File: src/rtl/fetch_ctrl.sv
// fetch_ctrl: next-PC sequencer merging sequential fetch, D-stage redirects, stalls and halt
module fetch_ctrl #(
   parameter logic [31:0] RESET_PC   = 32'h0000_3000,
   parameter int unsigned CODE_WORDS = 1024
) (
   input  logic        clk,
   input  logic        reset,
   input  logic [31:0] pc,
   input  logic        stall,
   input  logic        br_taken,
   input  logic [31:0] br_target,
   input  logic        j_sel,
   input  logic [31:0] j_target,
   input  logic        jr_sel,
   input  logic [31:0] jr_target,
   output logic [31:0] npc,
   output logic        pc_we,
   output logic        ifid_we,
   output logic        ifid_clr,
   output logic        halted,
   output logic        err,
   output logic [31:0] fetch_cnt
);
   typedef enum logic [1:0] {RUN, HOLD, HALT} state_t;
   localparam logic [32:0] LIMIT = {1'b0, RESET_PC} + 33'(CODE_WORDS) * 33'd4;
   state_t      state_q, state_d;
   logic [31:0] pend_q, pend_d, cnt_q, cnt_d, tgt, cand;
   logic        err_q, err_d, redir, use_seq, cand_ok, live, go;
   logic [32:0] seq;
   // candidate next PC and its legality; a carry out of pc+4 marks a wrapped, illegal address
   always_comb begin
      redir   = jr_sel | j_sel | br_taken;
      tgt     = jr_sel ? jr_target : j_sel ? j_target : br_target;
      use_seq = !redir && state_q != HOLD;
      seq     = {1'b0, pc} + 33'd4;
      cand    = redir ? tgt : state_q == HOLD ? pend_q : seq[31:0];
      cand_ok = cand[1:0] == 2'b00 && cand >= RESET_PC && {1'b0, cand} < LIMIT && !(use_seq && seq[32]);
      live    = !reset && state_q != HALT;
      go      = live && !stall;
   end
   // next-state: latch redirects under stall, advance or halt when free
   always_comb begin
      state_d = state_q;
      pend_d  = pend_q;
      err_d   = err_q;
      cnt_d   = cnt_q;
      if (live && stall && redir) begin
         state_d = HOLD;
         pend_d  = tgt;
      end else if (go && cand_ok) begin
         state_d = RUN;
         cnt_d   = cnt_q + 32'd1;
      end else if (go) begin
         state_d = HALT;
         err_d   = !use_seq;
      end
   end
   // outputs: reset and halt both hold the PC and flush IF/ID; stall freezes F and D
   always_comb begin
      npc      = reset ? RESET_PC : go && cand_ok ? cand : pc;
      pc_we    = go && cand_ok;
      ifid_we  = !(live && stall);
      ifid_clr = !(live && (stall || cand_ok));
   end
   // state register with synchronous reset; a pending redirect is dropped on reset
   always_ff @(posedge clk) begin
      if (reset) begin
         state_q <= RUN;
         pend_q  <= '0;
         err_q   <= 1'b0;
         cnt_q   <= '0;
      end else begin
         state_q <= state_d;
         pend_q  <= pend_d;
         err_q   <= err_d;
         cnt_q   <= cnt_d;
      end
   end
   assign halted    = state_q == HALT;
   assign err       = err_q;
   assign fetch_cnt = cnt_q;
endmodule

File: config.mk
export PLATFORM = sky130hd
export DESIGN_NAME = fetch_ctrl
export DESIGN_NICKNAME = d
export VERILOG_FILES = /design/src/rtl/fetch_ctrl.sv
export SDC_FILE = /design/constraint.sdc
export NUM_CORES = 1
export LEC_CHECK = 0
export CORE_AREA = 2 2 109 111
export DETAILED_ROUTE_END_ITERATION = 10
export DIE_AREA = 0 0 111 113
export PLACE_DENSITY = 0.81
export SLEW_MARGIN = 20
export SYNTH_ARGS = -nofsm -noshare
export SYNTH_HDL_FRONTEND = slang
export SYNTH_SLANG_ARGS = --single-unit
export TNS_END_PERCENT = 5
File: constraint.sdc
create_clock -name clk -period 8.05 [get_ports clk]
set_clock_uncertainty 0.2 [all_clocks]
set_input_delay 2.0125 -clock clk [delete_from_list [all_inputs] [get_ports clk]]
set_output_delay 2.0125 -clock clk [all_outputs]
set_load 0.005 [all_outputs]
-- After elaboration in Yosys (flattened, before gate mapping)
Cells that the tools add are included.
- input port bits: 134
- flip-flop bits (word level): 67
- logic and storage cells: 50
- output and inout port bits: 69
- multiplexer cells: 9
- reduce and logical (&&, ||, !) cells: 24
- bitwise operators: 4
- equal/unequal tests: 4
- add/subtract/negate cells: 2
- $lt $le $gt $ge: 2
- operator list (cell ; number):
    $mux W32 ; 6
    $add A32 B3 Y33 const B ; 1
    $add A32 B1 Y32 const B ; 1
    $ge A32 B14 Y1 const B ; 1
    $lt A32 B15 Y1 const B ; 1
    $logic_and A1 B1 Y1 ; 11
    $logic_not A1 Y1 ; 7
    $mux W1 ; 3
    $reduce_and A3 Y1 ; 1
    $reduce_bool A3 Y1 ; 1
    $reduce_or A3 Y1 ; 1
    $eq A2 B1 Y1 const B ; 1
    $eq A2 B2 Y1 const B ; 1
    $logic_not A2 Y1 ; 1
    $ne A2 B1 Y1 const B ; 1
    $ne A2 B2 Y1 const B ; 1
    $not A1 Y1 ; 2
    $or A1 B1 Y1 ; 2
    $reduce_and A2 Y1 ; 1
    $logic_or A1 B1 Y1 ; 1

-- Longest topological paths before layout
- depth after elaboration: 10
- depth in mapped cells: 14
- mapped depth without buffers: 11

-- Worst setup path before layout
No wires, ideal clock.
- path kind: input-to-output
- start point: input port j_sel
- end point: output port npc[3]
- arrival time: 4774 ps
- path slack: 1064 ps
- cell stages on the path: 14
- data required time: 5838 ps
- cells stage by stage: buf_2 > buf_2 > buf_1 > mux2_2 > mux2i_1 > nand4_1 > o31ai_1 > o221ai_1 > a21oi_1 > nand4b_4 > inv_1 > buf_2 > nand3_1 > a21oi_1
- longest elaborated chain between the ends: 10
- elaborated cells between the ends (all ways): 18
- classes of those cells: order compare (2); mux (5); bitwise (2); reduce/logical (9)
- ends and longest elaborated chain (what ; RTL line ; text):
    start, declared ; 12 ; input logic j_sel,
    $mux W32 or $or A1 B1 Y1 (tied branches) (2 in a row) ; 33, 32 ;
    $mux W32 or $logic_not A1 Y1 (tied branches) ; 36, 34 ;
    $ge A32 B14 Y1 (tied with other cells) ; 37 ; cand_ok = cand[1:0] == 2'b00 && cand >= RESET_PC && {1'b0, cand} < LIMIT && !(use_seq && seq[32]);
    $logic_and A1 B1 Y1 ; 37 ;
    $logic_and A1 B1 Y1 or $logic_not A1 Y1 (tied branches) ; 37 ;
    $logic_and A1 B1 Y1 (*) ; 37 ;
    $logic_and A1 B1 Y1 (*) ; n/a ;
    net pc_we ; 17 ; output logic pc_we,
    $mux W32 (*) (2 in a row) ; 60 ; npc = reset ? RESET_PC : go && cand_ok ? cand : pc;
    end, declared ; 16 ; output logic [31:0] npc,
Mark *: on every way through the listed nets, which the timed path passes. The rest lies on a longest branch.

-- Final worst setup path
- start point: input port pc[9]
- end point: output port npc[6]
- longest elaborated chain between the ends: 10
- elaborated cells between the ends (all ways): 13
- classes of those cells: add/sub (1); order compare (2); mux (4); reduce/logical (6)
- ends and longest elaborated chain (what ; RTL line ; text):
    start, declared ; 8 ; input logic [31:0] pc,
    $add A32 B3 Y33 (*) ; 35 ; seq = {1'b0, pc} + 33'd4;
    $mux W32 (2 in a row) ; 36 ; cand = redir ? tgt : state_q == HOLD ? pend_q : seq[31:0];
    $ge A32 B14 Y1 ; 37 ;
    $logic_and A1 B1 Y1 (2 in a row) ; 37 ;
    $logic_and A1 B1 Y1 (*) ; 37 ;
    $logic_and A1 B1 Y1 (*) ; 60 ;
    $mux W32 (*) (2 in a row) ; 60 ;
Mark *: on every way between the ends. The rest lies on a longest branch, timed or not.

==> results_dict.tcl <==
set metrics [dict create \
    outcome "finished, final reports clean" \
    cts_buffers 9 \
    route.top_layer_used "met4" \
    yosysWarnings 0 \
    leakage_nw 2.76 \
    startpoint_type "input port" \
    ys_types 47 \
    synth_async_sr_flop_share_pct 0 \
    die_h_microns 113 \
    initial_core_util_pct 43.3 \
    wl_met3_microns 950 \
    postPlaceCellArea_sq_um 7110 \
    wl_per_cell_microns 16.3 \
    diodes 0 \
    rr_worst_depth 11 \
    nets 1001 \
    cts_num_sinks 67 \
    gp_routability_congestion 0.938 \
    io_buffer_count 202 \
    synthTopCellsByArea "dfxtp_1, mux2i_1, a21oi_1, nor2_1, o21ai_0" \
    synth.avg_cell_area_sq_um 7.32 \
    wl_mm 16.5 \
    cts.clk_slew.worst_paths_ns 0.05 \
    p_per_area_nw_per_um2 133 \
    synth_area_sq_um 4880 \
    die-area_sq_um 12500 \
    num_vias 5732 \
    worst_slew_pin_slew_ns 1.03 \
    synth_seq_cells 67 \
    final_area_sq_um 7510 \
    timing_hold_violations_final 0 \
    root_buffer "clkbuf_16" \
    cts.htree.levels 3 \
    final_max_slew_viol_count 0 \
    drtPass1Iterations 5 \
    first_iter_violations 427 \
    cp_max_fo 21 \
    ant_nets 0 \
    synth-edff-count 0 \
    area_growth_pct 53.8 \
    syn_nets 803 \
    cts_tree "built" \
    worstPathRequired_ns 5.84 \
    peakVddDrop_mv 0.130 \
    reg2reg_slack_ns 4.51 \
    fmax_mhz 127 \
    setup_tns_ns 0 \
    route.layer.met1.wl_mm 6.68 \
    antenna_found_initial 0 \
    slew_headroom_pct 31.4 \
    post-route-period-util_pct 97.9 \
    synthCells 667 \
    hold_depth 2 \
    yosysTopAreaCell "dfxtp_1" \
    endpoint_kind "output port" \
    min_to "pend_q[7]" \
    grt_usage_pct 25.2 \
    reg2reg_to "fetch_cnt[31]" \
    grt_overflow 0 \
    seq_area_frac_synth_pct 27.5 \
    clockBufferDepth 2 \
    crit_arrival_ns 5.67 \
    remaining_drc_errors 0 \
    die_x_microns 111 \
    grt_pass1_wl_mm 26.0 \
    rows 39 \
    crit_type "input port to output port" \
    grt_max_degree 87 \
    core_area_sq_um 11300 \
    drv_cap 0 \
    drive_above_1_share_pct 9.31 \
    hold_buffers 0 \
    synth_flop_cell "dfxtp_1" \
    io_pins 203 \
    timing.rr.start "state_q[1]" \
    min_from "pend_q[7]" \
    dr_wl_met2_mm 8.36 \
    setup_viol 0 \
    via_per_inst 5.66 \
    grt_pass1_vias 5416 \
    period_minus_slack_ns 7.88 \
    hp-class "flip-flop to flip-flop" \
    clock_latency_ns 0.33 \
    hpwl_mm 12.7 \
    synth_top_area_share_pct 27.5 \
]
kinds of logic (layout without fill, tap and decap cells):
logic type               after synthesis  in the layout  share of synthesized area (%)
AND/OR/NAND/NOR                      299            299                           31.5
flip-flops                            67             67                           27.5
XOR/XNOR                              26             26                           4.66
adder cells (fa/ha/maj)                2              2                          0.512
multiplexers                          63             63                           13.3
buffers and inverters                 56            259                           4.82
AO/OA/AOI/OAI                        154            154                           17.7
synth_stat cells (3+ instances only):
| cell | count |
|---|---|
| nor2_1 | 91 |
| a21oi_1 | 73 |
| dfxtp_1 | 67 |
| o21ai_0 | 53 |
| mux2i_1 | 48 |
| nand2_1 | 47 |
| or3_1 | 33 |
| clkbuf_1 | 31 |
| nand3_1 | 26 |
| and2_1 | 17 |
| nand4_1 | 16 |
| nor3_1 | 16 |
| xnor2_1 | 16 |
| mux2_2 | 15 |
| and3_1 | 13 |
| nor4_1 | 11 |
| inv_1 | 10 |
| o211ai_1 | 10 |
| xor2_1 | 10 |
| a31oi_1 | 6 |
| and4_1 | 6 |
| buf_2 | 6 |
| or4_1 | 6 |
| buf_1 | 4 |
| nor2b_1 | 4 |
| nand2b_1 | 3 |
timing repair:
item | in CTS | in global routing
setup endpoints to repair | 5 | 11
pin swaps | 0 | 2
setup buffers | 0 | 1
resized for setup | 2 | 14
routing by layer:
layer,track usage [%],up-vias
li1,-,2809
met3,4.39,37
met1,29.3,2668
met5,0,-
met2,46.0,218
met4,10.3,0
power by group:
group / internal, mW / switching (mW) / total, mW
logic: 0.121 / 0.0985 / 0.220
clock network: 0.281 / 0.153 / 0.435
registers: 0.341 / 0.00468 / 0.345
worst max path at each step:
stage | from | to | slack [ns] | cells past startpoint
2_1_floorplan | j_sel | npc[3] | 1.06 | 14
3_3_place_gp | pc[2] | npc[20] | 0.06 | 13
3_5_place_dp | pc[2] | npc[6] | -0.006 | 14
4_1_cts | pc[3] | npc[6] | 0.02 | 14
5_1_grt | pc[2] | npc[6] | -0.02 | 14
6_report | pc[9] | npc[6] | 0.17 | 13
sequential cells by signal, indices dropped and copies added, names as in the netlist:
| register | count |
|---|---|
| fetch_cnt | 32 |
| pend_q | 32 |
| state_q | 2 |
| err | 1 |
metrics by stage:
step / setup WS [ns] / cells / util (%) / hold slack [ns] / power (mW)
final: 0.167 / 1013 / 66.6 / 0.285 / 0.999
after floorplan: 1.06 / 667 / - / 0.246 / 0.446
after global routing: -0.0179 / 1013 / 66.6 / 0.313 / 1.04
after global placement: 0.0626 / 996 / 63.0 / 0.259 / 0.566
after CTS: 0.0230 / 1012 / 66.0 / 0.288 / 1.00
after detailed placement: -0.00554 / 996 / 63.0 / 0.272 / 0.569
cell usage in the layout, fill, tap and decap left out, types with 3 or more instances in the layout:
cell / synthesis / routed
inv_1: 10 / 10
o211ai_1: 10 / 10
clkbuf_16: 0 / 9
nand2_1: 47 / 47
dfxtp_1: 67 / 67
nand2b_1: 3 / 3
mux2i_1: 48 / 47
xnor2_1: 16 / 16
buf_2: 6 / 3
a21oi_1: 73 / 72
or3_1: 33 / 32
clkdlybuf4s50_1: 0 / 199
a31oi_1: 6 / 6
xor2_1: 10 / 10
and2_1: 17 / 17
nor4_2: 0 / 3
nand4_1: 16 / 16
nor4_1: 11 / 7
mux2_2: 15 / 15
buf_4: 2 / 30
and3_1: 13 / 13
or4_1: 6 / 5
nor2b_1: 4 / 4
nor2_1: 91 / 90
o21ai_0: 53 / 51
nand3_1: 26 / 25
and4_1: 6 / 6
nor3_1: 16 / 15
critical path: stages:
cell,delay (ns)
clkdlybuf4s50_1,0.57
nand4_4,0.17
or2_4,0.32
or4_4,0.54
xnor2_1,0.14
a31oi_1,0.08
or4_1,0.46
nand4b_4,0.20
inv_1,0.15
buf_12,0.20
mux2i_2,0.27
nor2_1,0.07
clkdlybuf4s50_1,0.48
cell type report:
cell class | count | area [sq um]
Tap cell | 143 | 179
Multi-Input combinational cell | 544 | 3370
Timing Repair Buffer | 233 | 2250
Sequential cell | 67 | 1340
Clock inverter | 5 | 85.1
Fill cell | 960 | 3760
Inverter | 10 | 37.5
Clock buffer | 11 | 243
(Power assumes the default switching activity.)
